## config.mk

```make
export PLATFORM = sky130hd
export DESIGN_NAME = mem_bus_arbiter
export DESIGN_NICKNAME = d
export VERILOG_FILES = /design/src/rtl/mem_bus_arbiter_pkg.sv /design/src/rtl/mem_bus_arbiter_rr_pick.sv /design/src/rtl/mem_bus_arbiter.sv
export SDC_FILE = /design/constraint.sdc
export NUM_CORES = 1
export LEC_CHECK = 0
export ABC_AREA = 1
export BUFFER_PORTS_ARGS = -buffer_cell sky130_fd_sc_hd__buf_4
export CAP_MARGIN = 20
export CORE_AREA = 2 2 133 135
export DETAILED_ROUTE_END_ITERATION = 6
export DIE_AREA = 0 0 135 137
export HOLD_SLACK_MARGIN = 0.1
export PLACE_DENSITY = 0.76
export SLEW_MARGIN = 20
export SYNTH_ARGS = -nofsm -noshare
export SYNTH_HDL_FRONTEND = slang
export SYNTH_SLANG_ARGS = --single-unit
```

## constraint.sdc

```tcl
create_clock -name clk -period 4.85 [get_ports clk]
set_clock_uncertainty 0.05 [all_clocks]
set_input_delay 0.97 -clock clk [delete_from_list [all_inputs] [get_ports clk]]
set_output_delay 0.97 -clock clk [all_outputs]
set_load 0.05 [all_outputs]
```

## src/rtl/mem_bus_arbiter_pkg.sv

```systemverilog
// Shared types and default widths for the memory bus arbiter.
// Default widths follow the SoC's 32-bit address and data buses.
package mem_bus_arbiter_pkg;

  localparam int unsigned SocAddrW = 32;
  localparam int unsigned SocDataW = 32;
  localparam int unsigned TmoW     = 8;

  typedef enum logic [1:0] {
    StIdle = 2'd0,
    StReq  = 2'd1,
    StWait = 2'd2
  } arb_state_e;

endpackage

```

## src/rtl/mem_bus_arbiter_rr_pick.sv

```systemverilog
// Combinational round-robin picker: the first set request at or above ptr_i, wrapping once.
module mem_bus_arbiter_rr_pick #(
  parameter int unsigned NM   = 3,
  parameter int unsigned IdxW = (NM > 1) ? $clog2(NM) : 1
) (
  input  logic [NM-1:0]   req_i,
  input  logic [IdxW-1:0] ptr_i,
  output logic [NM-1:0]   onehot_o,
  output logic [IdxW-1:0] idx_o,
  output logic            any_o
);

  logic [2*NM-1:0] dbl;

  always_comb begin
    dbl      = {req_i, req_i};
    idx_o    = '0;
    onehot_o = '0;
    any_o    = |req_i;
    // Scan downwards so the lowest qualifying position is the last one written.
    for (int i = int'(2 * NM) - 1; i >= 0; i--) begin
      if (dbl[i] && (i >= int'(ptr_i))) begin
        idx_o = IdxW'(i % NM);
      end
    end
    for (int i = 0; i < int'(NM); i++) begin
      onehot_o[i] = any_o && (idx_o == IdxW'(i));
    end
  end

endmodule

```

## src/rtl/mem_bus_arbiter.sv

```systemverilog
// Round-robin arbiter sharing one single-port slave bus between NM masters,
// one outstanding transaction at a time, with a timeout against silent slaves.
module mem_bus_arbiter
  import mem_bus_arbiter_pkg::*;
#(
  parameter int unsigned NM      = 3,
  parameter int unsigned AW      = SocAddrW,
  parameter int unsigned DW      = SocDataW,
  parameter int unsigned TIMEOUT = 255
) (
  input  logic             clk,
  input  logic             rst_n,
  input  logic [NM-1:0]    m_req_i,
  input  logic [NM-1:0]    m_we_i,
  input  logic [NM*AW-1:0] m_addr_i,
  input  logic [NM*DW-1:0] m_wdata_i,
  output logic [NM-1:0]    m_gnt_o,
  output logic [NM-1:0]    m_rvalid_o,
  output logic [NM-1:0]    m_err_o,
  output logic [DW-1:0]    m_rdata_o,
  output logic             s_req_o,
  output logic             s_we_o,
  output logic [AW-1:0]    s_addr_o,
  output logic [DW-1:0]    s_wdata_o,
  input  logic             s_ready_i,
  input  logic             s_rvalid_i,
  input  logic [DW-1:0]    s_rdata_i,
  output logic             busy_o
);

  localparam int unsigned IdxW = (NM > 1) ? $clog2(NM) : 1;

  arb_state_e      state_q, state_d;
  logic [IdxW-1:0] rr_ptr_q, rr_ptr_d;
  logic [IdxW-1:0] sel_q, sel_d;
  logic            we_q, we_d;
  logic [AW-1:0]   addr_q, addr_d;
  logic [DW-1:0]   wdata_q, wdata_d;
  logic [TmoW-1:0] tmo_q, tmo_d;

  logic [NM-1:0]   pick_onehot;
  logic [IdxW-1:0] pick_idx;
  logic            pick_any;
  logic [AW-1:0]   pick_addr;
  logic [DW-1:0]   pick_wdata;
  logic [NM-1:0]   sel_oh;
  logic [IdxW-1:0] ptr_next;
  logic            exit_now, tmo_hit, tmo_abort;

  mem_bus_arbiter_rr_pick #(
    .NM   (NM),
    .IdxW (IdxW)
  ) u_rr_pick (
    .req_i    (m_req_i),
    .ptr_i    (rr_ptr_q),
    .onehot_o (pick_onehot),
    .idx_o    (pick_idx),
    .any_o    (pick_any)
  );

  always_comb begin
    pick_addr  = '0;
    pick_wdata = '0;
    sel_oh     = '0;
    for (int i = 0; i < int'(NM); i++) begin
      if (pick_onehot[i]) begin
        pick_addr  = m_addr_i[i*AW +: AW];
        pick_wdata = m_wdata_i[i*DW +: DW];
      end
      sel_oh[i] = (sel_q == IdxW'(i));
    end
  end

  assign ptr_next  = (sel_q == IdxW'(NM - 1)) ? '0 : sel_q + 1'b1;
  assign exit_now  = ((state_q == StReq) && s_ready_i) || ((state_q == StWait) && s_rvalid_i);
  assign tmo_hit   = (state_q != StIdle) && (tmo_q == TmoW'(TIMEOUT));
  // A normal completion in the timeout cycle takes precedence over the abort.
  assign tmo_abort = tmo_hit && !exit_now;

  always_comb begin
    state_d  = state_q;
    rr_ptr_d = rr_ptr_q;
    sel_d    = sel_q;
    we_d     = we_q;
    addr_d   = addr_q;
    wdata_d  = wdata_q;
    tmo_d    = tmo_q;
    unique case (state_q)
      StIdle: begin
        if (pick_any) begin
          sel_d   = pick_idx;
          we_d    = |(m_we_i & pick_onehot);
          addr_d  = pick_addr;
          wdata_d = pick_wdata;
          tmo_d   = '0;
          state_d = StReq;
        end
      end
      StReq: begin
        tmo_d = tmo_q + 1'b1;
        if (s_ready_i) begin
          if (we_q) begin
            rr_ptr_d = ptr_next;
            state_d  = StIdle;
          end else begin
            state_d = StWait;
          end
        end else if (tmo_abort) begin
          rr_ptr_d = ptr_next;
          state_d  = StIdle;
        end
      end
      StWait: begin
        tmo_d = tmo_q + 1'b1;
        if (s_rvalid_i || tmo_abort) begin
          rr_ptr_d = ptr_next;
          state_d  = StIdle;
        end
      end
      default: state_d = StIdle;
    endcase
  end

  always_ff @(posedge clk or negedge rst_n) begin
    if (!rst_n) begin
      state_q  <= StIdle;
      rr_ptr_q <= '0;
      sel_q    <= '0;
      we_q     <= 1'b0;
      addr_q   <= '0;
      wdata_q  <= '0;
      tmo_q    <= '0;
    end else begin
      state_q  <= state_d;
      rr_ptr_q <= rr_ptr_d;
      sel_q    <= sel_d;
      we_q     <= we_d;
      addr_q   <= addr_d;
      wdata_q  <= wdata_d;
      tmo_q    <= tmo_d;
    end
  end

  assign busy_o     = (state_q != StIdle);
  assign s_req_o    = (state_q == StReq) && !tmo_abort;
  assign s_we_o     = (state_q == StReq) && we_q;
  assign s_addr_o   = (state_q == StReq) ? addr_q : '0;
  assign s_wdata_o  = (state_q == StReq) ? wdata_q : '0;
  assign m_gnt_o    = ((state_q == StReq) && s_ready_i) ? sel_oh : '0;
  assign m_rvalid_o = ((state_q == StWait) && s_rvalid_i) ? sel_oh : '0;
  assign m_rdata_o  = ((state_q == StWait) && s_rvalid_i) ? s_rdata_i : '0;
  assign m_err_o    = tmo_abort ? sel_oh : '0;

endmodule

```

# After elaboration in Yosys (flattened, before gate mapping)
# Index checks and enable logic that the tools add are counted.
word_totals:
  reg_bits: 79
  in_bits: 234
  out_inout_bits: 108
  word_cells: 85
op_classes:
  n_addsub: 2
  n_lt_le_gt_ge: 3
  eq_ne: 11
  n_mux: 32
  n_bitwise: 1
  reduce_logical: 29
ops:
  columns: ["cell", "n"]
  rows:
  - ["2-to-1 mux 32 bit", 9]
  - ["2-to-1 mux 2 bit", 16]
  - ["one-hot mux 8 bit (2 select lines)", 1]
  - ["logical AND 1 bit", 12]
  - ["2-to-1 mux 3 bit", 3]
  - ["adder 8 x 1 -> 8 bit, second input constant", 1]
  - ["equality test 8 bit, second input constant", 1]
  - ["2-to-1 mux 8 bit", 1]
  - ["equality test 2 x 1 -> 1 bit, second input constant", 3]
  - ["equality test 2 bit, second input constant", 3]
  - ["zero test 2 bit", 3]
  - ["!= test 3 bit, second input constant", 2]
  - ["one-hot mux 2 bit (3 select lines)", 1]
  - ["nonzero test 2 bit", 3]
  - ["OR reduction 3 bit", 2]
  - ["greater-or-equal comparator 1 x 2 -> 1 bit, first input constant", 2]
  - ["one-hot mux 2 bit (2 select lines)", 1]
  - ["AND reduction 2 bit", 2]
  - ["AND reduction 4 bit", 1]
  - ["bitwise AND 3 bit", 1]
  - ["AND reduction 3 bit", 1]
  - ["adder 2 x 1 -> 2 bit, second input constant", 1]
  - ["greater-or-equal comparator 2 bit, first input constant", 1]
  - ["zero test 1 bit", 2]
  - ["other kinds (4)", 5]

# Logic depth before layout (Yosys ltp)
# Gate-level depths: netlist of the first run.
depth:
  ltp_word: 11
  mapped_depth: 12
  mapped_depth_nobuf: 10

# By module
# A second synthesis of the first run with hierarchy kept.
unflattened:
  hier_cells: 839
  hier_area_um2: 5327.6
by_module_without_submodules:
  columns: ["mod", "instances", "cells_each", "area_per_inst_um2", "seq_area_each_um2"]
  rows:
  - ["mem_bus_arbiter", 1, 818, 5207.5, 1976.9]
  - ["mem_bus_arbiter_rr_pick", 1, 21, 120.1, 0.0]

# Worst setup path after synthesis of the first run
# OpenSTA, ideal clock, no wires.
synth_path:
  path_kind: "input to output"
  from: "in s_rvalid_i"
  to: "out m_err_o[0]"
  t_arrival_ns: 2.167
  required_ns: 3.830
  slack_ns: 1.663
  stages: 5
  n_path_buf: 0
  cell_sequence: "nand2_1 -> nand4_1 -> nor3_1 -> inv_1 -> nor2_1"
synth_between:
  elab_chain_len: 5
synth_lines:
  columns: ["item", "line_no", "text"]
  rows:
  - ["start: declaration", "mem_bus_arbiter.sv:26", "input logic s_rvalid_i,"]
  - ["logical AND 1 bit", "mem_bus_arbiter.sv:75", "assign exit_now = ((state_q == StReq) && s_ready_i) || ((state_q == StWait) && s_rvalid_i);"]
  - ["logical OR 1 bit", "mem_bus_arbiter.sv:75", null]
  - ["zero test 1 bit", "mem_bus_arbiter.sv:78", "assign tmo_abort = tmo_hit && !exit_now;"]
  - ["logical AND 1 bit", "mem_bus_arbiter.sv:78", null]
  - ["2-to-1 mux 3 bit", "mem_bus_arbiter.sv:152", "assign m_err_o = tmo_abort ? sel_oh : '0;"]
  - ["end: declaration", "mem_bus_arbiter.sv:19", "output logic [NM-1:0] m_err_o,"]
# Every way passes these cells.

# Worst setup path after layout of the first run
layout_path:
  from: "reg state_q[1]"
  to: "out s_addr_o[9]"
layout_between:
  elab_chain_len: 2
layout_lines:
  columns: ["item", "line_no", "text"]
  rows:
  - ["start: declaration", "mem_bus_arbiter.sv:33", "arb_state_e state_q, state_d;"]
  - ["start signal: assignment", "mem_bus_arbiter.sv:126", "state_q <= StIdle;"]
  - ["start signal: assignment", "mem_bus_arbiter.sv:134", "state_q <= state_d;"]
  - ["equality test 2 x 1 -> 1 bit", "mem_bus_arbiter.sv:147", "assign s_addr_o = (state_q == StReq) ? addr_q : '0;"]
  - ["2-to-1 mux 32 bit", "mem_bus_arbiter.sv:147", null]
  - ["end: declaration", "mem_bus_arbiter.sv:23", "output logic [AW-1:0] s_addr_o,"]
# Every way passes these cells.

==> results.cfg, run 1 <==
[status]
status = complete, no violations

[sta]
fmax_mhz = 315
period_needed_ps = 3170
maxSlewViolCount = 0
finalSetupViolations = 0
finalSetupTns_ps = 0
period_share = 0.654
grt_setup_unrepaired = false
slew_headroom = 0.287
hold_viol_final = 0
worstMarginPinSlew_ps = 1070
worst_slack_ps = 1680

[synthesis]
netlist_top_cells_count = nand2_1, inv_1, dfrtp_1
synth_cells = 1121
synth_cell_types = 29
yosysSeqAreaShare = 0.294
syn_area_per_cell_um2 = 6.00
async_flop_share = 1.00
synth_edf_count = 0
synth_most_common_cell = nand2_1
synthFlopType = dfrtp_1
synth_warnings = 0
synth_nets = 1360
synth.area.top_cells = dfrtp_1, nand2_1, inv_1
synth_top_cell_area_share = 0.294
ys_seq_elements = 79
synth_area_leader_cell = dfrtp_1
syn_area_um2 = 6720

[global_routing]
grt-ovfl-total = 0
grt_pass1_wl_mm = 34.8
antenna_found_initial = 0
grt_util_all_layers = 0.236
grt_pass1_vias = 7214
grt_max_degree = 195

[finish]
num_antenna_cells = 0
finalNetCount = 1647
area_growth_pct = 40.7
drive_gt1_frac = 0.294

[worst_hold_path]
hold_class = flop to flop

[pwr]
internal_power_uw = 2440
p_leak_uw = 0.00607
ir_drop_uv = 302
p_switching_uw = 3040
pwr-share-seq = 0.209
sw_frac_of_total = 0.555
power_frac_clock = 0.113
pwr_density_cell_nw_per_um2 = 579
power_frac_comb = 0.678

[clock_network]
post-cts-setup-buffer-count = 0
cts.htree.levels = 3
ctsHoldBuffers = 0
cts_sinks = 79
clock_latency_ps = 330
path_clk_slew_ps = 60
cts_max_path_buffers = 2
cts_buffers = 9
cts_root_buf = clkbuf_16
cts_tree = built
cts_resized = 0

[drt]
num_vias = 7722
drt.antenna.violating_nets = 0
dr.pass1.iters = 5
route.detailed.wl_per_inst_um = 13.6
via_per_inst = 4.71
drtIter0Drc = 472
totalWireLength_mm = 22.4
drc = 0

[worst_setup_path]
critPathMaxFanout = 68
required_ps = 3830
endpoint_kind = output pin
crit_arrival_ps = 2150
startpoint_type = flop
worst-setup-path-type = flop to output pin

[floorplan]
die_x_um = 135
num_io_pins = 342
die_y_um = 137
initial_core_util = 0.394
core-area_um2 = 17100
rows = 48
dieArea_um2 = 18500

[flow_run]
maxCapViolCount = 0

[place]
place_ws_ps = 1830
globalplace.congestion = 0.815
hpwl_mm = 15.5
port_buffers = 341
routing by layer:
layer / share of wire / global-route usage / vias up
met1: 0.40 / 0.268 / 3467
met4: 0.023 / 0.0833 / 0
met3: 0.079 / 0.0570 / 36
met2: 0.50 / 0.432 / 277
li1: - / - / 3942
met5: 0 / 0 / -
sequential cells by signal, summed over array words and instances, names as in the netlist:
signal and count:
addr_q 32, wdata_q 32, tmo_q 8, rr_ptr_q 2, sel_q 2, state_q 2
we_q 1
metrics by stage:
stage / cell area, um2 / hold slack, ps / std cells / util / power (uW)
after floorplan: 6720 / 399 / 1121 / - / 3920
after global placement: 9190 / 413 / 1622 / 0.539 / 4850
after detailed placement: 9190 / 415 / 1622 / 0.539 / 4890
after CTS: 9460 / 432 / 1638 / 0.555 / 5530
after global routing: 9460 / 445 / 1638 / 0.555 / 5970
final: 9460 / 428 / 1638 / 0.555 / 5480
layout by cell type, fill, tap and decap left out:
cell,count
o21ai_1,29
o21ai_2,1
clkinvlp_4,3
inv_2,3
a21oi_4,1
nand2_1,413
nor3_1,2
nand2_8,1
o21ai_0,43
nand4_1,72
nand3_2,32
nand2_4,2
a21oi_1,7
or2_2,2
nand3_1,45
nor2_1,53
inv_1,200
clkinv_1,48
clkbuf_16,9
nand2_2,4
xor2_1,1
ha_1,4
buf_4,350
clkinv_2,4
ha_2,1
nor2_2,2
dfrtp_1,79
clkbuf_1,1
nand3b_4,1
path summary, 6_finish.rpt:
check	cells past startpoint	endpoint	slack [ps]	startpoint
max in group asynchronous	2	wdata_q[21]	3250	rst_n
worst min register to register	2	wdata_q[23]	430	wdata_q[23]
worst min-delay path	2	wdata_q[23]	430	wdata_q[23]
worst max-delay path	6	s_addr_o[9]	1680	state_q[1]
worst max register to register	7	we_q	2400	state_q[0]
min in group asynchronous	1	addr_q[1]	570	rst_n
kinds of logic (layout without fill, tap and decap cells):
kind of cell,count (synthesis),count (layout),share of synthesized area
flip-flops,79,79,0.294
adder cells (fa/ha/maj),5,5,0.00931
XOR/XNOR,1,1,0.00130
AND/OR/NAND/NOR,629,629,0.422
AO/OA/AOI/OAI,81,81,0.0625
buffers and inverters,326,618,0.211
power groups by stage:
stage / registers, uW / logic, uW / clock network, uW
3_3_place_gp: 1140 / 3700 / 0
3_5_place_dp: 1150 / 3740 / 0
6_report: 1140 / 3720 / 619
2_1_floorplan: 1110 / 2810 / 0
4_1_cts: 1140 / 3750 / 636
5_1_grt: 1180 / 4120 / 667
worst max-delay path: stages (launching register included):
cell,delay [ps]
dfrtp_1,400
inv_1,110
ha_2,190
buf_4,550
nand2_1,210
inv_1,100
buf_4,200
final cells by class:
| cell class | count | area, um2 |
|---|---|---|
| repair buffers | 350 | 2630 |
| flip-flops and latches | 79 | 1980 |
| well taps | 225 | 282 |
| fillers | 1737 | 7590 |
| clock buffers | 10 | 229 |
| multi-input cells | 716 | 3360 |
| clock inverters | 6 | 37.5 |
| inverters | 252 | 947 |
Power figures use the tool's default switching activity.
==> run 2, diff against run 1 <==
CORE_AREA = 2 2 134 136   (was 2 2 133 135)
DIE_AREA = 0 0 136 138   (was 0 0 135 137)
PLACE_DENSITY = 0.75   (was 0.76)
clock period = 3.3 ns   (was 4.85 ns; I/O delays follow)
==> run 2 against run 1 <==
  * Highest routed layer unchanged
  * Largest cell class unchanged
  * Sequential power increased by 50%
  * First-iteration DRC count decreased by 16%
  * Clock-buffer cell count increased by 3
  * Critical path depth increased by 2
  * Critical path type unchanged
  * Global-route usage increased by 0.40 points
  * Critical endpoint is now m_err_o[0]
  * Power increased by 53%
  * Sequential share of layout area decreased by 0.36 points
  * Design area increased by 1.7%
  * Largest power group unchanged
  * Sequential cell count unchanged
  * Die area increased by 1.5%
  * Clock power increased by 78%
==> results.cfg, run 2 (synthesis results as in run 1) <==
[flow_run]
maxCapViolCount = 0

[worst_setup_path]
crit_arrival_ps = 2060
critPathLaunch = state_q[1]
endpoint_kind = output pin
startpoint_type = flop
reg2reg_slack_ps = 1160
worst-setup-path-type = flop to output pin
required_ps = 2590
r2r_cells = 10
r2r_start = rr_ptr_q[1]
crit_path_end = m_err_o[0]
r2r_end = wdata_q[2]
critPathMaxFanout = 16

[drt]
route.detailed.wl_per_inst_um = 14.1
drt.antenna.violating_nets = 0
num_vias = 7843
dr.pass1.iters = 6
totalWireLength_mm = 23.3
drc = 0
via_per_inst = 4.75
drtIter0Drc = 395

[global_routing]
grt_use_met3 = 0.0458
grt_pass1_wl_mm = 35.9
grt_max_degree = 75
grt_pass1_vias = 7152
grt_busiest_layer = met2
use_met1 = 0.287
grt_util_all_layers = 0.240
grt_use_met2 = 0.430
antenna_found_initial = 0
grt-ovfl-total = 0

[finish]
final_cell_mix = nand2_1, buf_4, inv_1
layout_commonest_cell = nand2_1
finalNetCount = 1655
drive_gt1_frac = 0.298
area_growth_pct = 43.2
largestRegisters = addr_q (32), wdata_q (32), tmo_q (8)
num_antenna_cells = 0
final_core_util = 0.549

[sta]
worstMarginPinSlew_ps = 800
period_share = 0.839
fmax_mhz = 361
maxSlewViolCount = 0
slew_headroom = 0.467
hold_viol_final = 0
finalSetupViolations = 0
grt_setup_unrepaired = false
period_needed_ps = 2770
finalSetupTns_ps = 0

[floorplan]
die_y_um = 138
num_io_pins = 342
initial_core_util = 0.383
core-area_um2 = 17500
rows = 49
dieArea_um2 = 18800
die_x_um = 136

[clock_network]
clock_latency_ps = 330
cts_max_path_buffers = 2
post-cts-setup-buffer-count = 0
cts_buffers = 9
ctsHoldBuffers = 0
cts_resized = 0
cts_sinks = 79
cts.htree.levels = 3
path_clk_slew_ps = 60
cts_root_buf = clkbuf_16
cts_tree = built

[pwr]
internal_power_uw = 3860
sw_frac_of_total = 0.541
ir_drop_uv = 449
finalPower_uw = 8400
pwr-share-seq = 0.204
power_frac_clock = 0.130
p_switching_uw = 4550
power_frac_comb = 0.666
pwr_density_cell_nw_per_um2 = 873
p_leak_uw = 0.00616

[place]
globalplace.congestion = 0.854
port_buffers = 341
hpwl_mm = 16.9

[status]
status = complete, no violations

[worst_hold_path]
hold_class = primary input to async pin
## run 2: cell types whose count changed in the layout (fill, tap and decap cells not counted), sizes merged
cell	change
buf	+8
clkbuf	+3
clkinv	-3
clkinvlp	-3
bufinv	+2
inv	+1
## run 2: layout make-up
cell class,count,area (um2)
Fill cell,1751,7910
Multi-Input combinational cell,716,3350
Timing Repair Buffer,358,2740
Sequential cell,79,1980
Inverter,252,946
Tap cell,229,287
Clock buffer,13,260
Clock inverter,3,65.1
## run 2: per-stage QoR
step / area (um2) / std cells / hold WS (ps) / worst slack, ps
final: 9630 / 1650 / 218 / 530
after global routing: 9630 / 1650 / 248 / 403
after CTS: 9630 / 1650 / 234 / 525
after detailed placement: 9300 / 1634 / 415 / 874
after global placement: 9300 / 1634 / 413 / 921
after floorplan: 6720 / 1121 / 314 / 478
## run 2: worst min-delay path by stage
stage                     cells after the start       start  slack, ps    endpoint
after floorplan                               0       rst_n        310   addr_q[0]
after global placement                        2  addr_q[10]        410  addr_q[10]
after detailed placement                      2  addr_q[21]        410  addr_q[21]
after CTS                                     1       rst_n        230   addr_q[0]
after global routing                          1       rst_n        250   addr_q[0]
final                                         1       rst_n        220   addr_q[0]
## run 2: power by group through the flow
stage          registers, uW  clock network (uW)  logic (uW)
3_3_place_gp            1720                   0        5510
6_report                1710                1100        5590
4_1_cts                 1710                1120        5620
3_5_place_dp            1720                   0        5610
2_1_floorplan           1630                   0        4140
5_1_grt                 1760                1170        6130
## run 2: worst max-delay path, cell delays in order (launching register included)
cell	delay [ps]
dfrtp_1	370
inv_1	90
ha_2	300
nand2_1	190
nand4_1	110
nor3_1	200
inv_1	140
nor2_1	110
buf_4	200
## run 2: metal layers
metal	share of wire	wire length, um
met4	0.023	534
met1	0.40	9420
met3	0.077	1800
met2	0.50	11500
met5	0	0
==> run 3, diff against run 2 <==
clock period = 2.85 ns   (was 3.3 ns; I/O delays follow)
==> run 3 against run 2 <==
  * Hold slack worse by 51 ps
  * Final cell count is 0.12% higher
  * Design area hardly changed
  * Largest cell class unchanged
  * Largest power group unchanged
==> results.cfg, run 3 (synthesis results as in run 1) <==
[status]
status = complete, no violations

[finish]
area_growth_pct = 43.3
finalNetCount = 1655
layout_commonest_cell = nand2_1
final_cell_mix = nand2_1, buf_4, inv_1
stdcell_count = 1652
largestRegisters = addr_q (32), wdata_q (32), tmo_q (8)
drive_gt1_frac = 0.298

[floorplan]
die_y_um = 138
dieArea_um2 = 18800
die_x_um = 136
num_io_pins = 342
rows = 49
core-area_um2 = 17500
initial_core_util = 0.383

[sta]
worstMarginPinSlew_ps = 796
finalSetupViolations = 0
worst_hold_slack_ps = 167
period_share = 0.922
finalSetupTns_ps = 0
grt_setup_unrepaired = false
slew_headroom = 0.469
hold_viol_final = 0
fmax_mhz = 381
maxSlewViolCount = 0
period_needed_ps = 2630

[worst_setup_path]
startpoint_type = flop
critPathMaxFanout = 68
crit_arrival_ps = 2010
worst-setup-path-type = flop to output pin
required_ps = 2230
endpoint_kind = output pin

[drt]
drt.antenna.violating_nets = 0
via_per_inst = 4.73
drc = 0
wl_met2_mm = 11.4
drtIter0Drc = 370
totalWireLength_mm = 22.9
route.detailed.wl_per_inst_um = 13.9
dr_wl_met3_mm = 1.79
num_vias = 7813
wl_met1_mm = 9.09
routed.top_layer = met4
dr.pass1.iters = 5

[global_routing]
grt_max_degree = 74
grt_pass1_vias = 7095
grt_pass1_wl_mm = 35.4
grt-ovfl-total = 0
grt_util_all_layers = 0.237
antenna_found_initial = 2

[place]
globalplace.congestion = 0.855
dp.cells = 1634
hpwl_mm = 16.7
port_buffers = 341

[clock_network]
cts_root_buf = clkbuf_16
cts_tree = built
cts_sinks = 79
cts_max_path_buffers = 2
clock_latency_ps = 330
path_clk_slew_ps = 60
cts_buffers = 9
cts.htree.levels = 3
post-cts-setup-buffer-count = 0

[flow_run]
maxCapViolCount = 0

[worst_hold_path]
hold_class = primary input to async pin

[pwr]
finalPower_uw = 9610
ir_drop_uv = 493
pwr_density_cell_nw_per_um2 = 998
p_leak_uw = 0.00616
run 3: worst paths after layout:
kind / startpoint / to / slack (ps) / cells after the start
min in group clk: wdata_q[15] / wdata_q[15] / 430 / 2
hold / removal: rst_n / wdata_q[28] / 170 / 1
max in group asynchronous: rst_n / addr_q[23] / 1960 / 2
hold reg to reg: wdata_q[15] / wdata_q[15] / 430 / 2
setup reg to reg: rr_ptr_q[1] / addr_q[9] / 610 / 8
setup / recovery: state_q[1] / s_req_o / 220 / 6
run 3: worst max-delay path, cell delays in order (launching register included):
cell	delay, ps
dfrtp_1	400
inv_1	110
ha_2	200
buf_6	420
inv_1	80
nor2_1	210
buf_4	240
run 3: cell type report:
type / count / area (um2)
Sequential cell: 79 / 1980
Clock buffer: 13 / 270
Timing Repair Buffer: 358 / 2750
Antenna cell: 2 / 5.00
Inverter: 252 / 946
Tap cell: 229 / 287
Clock inverter: 3 / 40.0
Multi-Input combinational cell: 716 / 3350
Fill cell: 1755 / 7900
run 3: through the flow:
stage | setup WS, ps | util | cell area [um2]
final | 224 | 0.549 | 9630
after global routing | 26.8 | 0.549 | 9630
after CTS | 22.1 | 0.549 | 9620
after detailed placement | 395 | 0.531 | 9310
after global placement | 429 | 0.531 | 9310
after floorplan | 118 | - | 6720
run 3: where the power goes:
part	switching, uW	internal, uW
Clock	449	748
Sequential	317	1650
Combinational	4460	1980
run 3: what timing repair did:
action,CTS,global route
setup endpoints to repair,0,3
resized for setup,0,1
hold buffers,0,0
run 3: per-layer routing:
layer / GRT usage / vias up
met5: 0 / -
met4: 0.107 / 0
li1: - / 3962
met2: 0.410 / 307
met1: 0.280 / 3493
met3: 0.0484 / 51
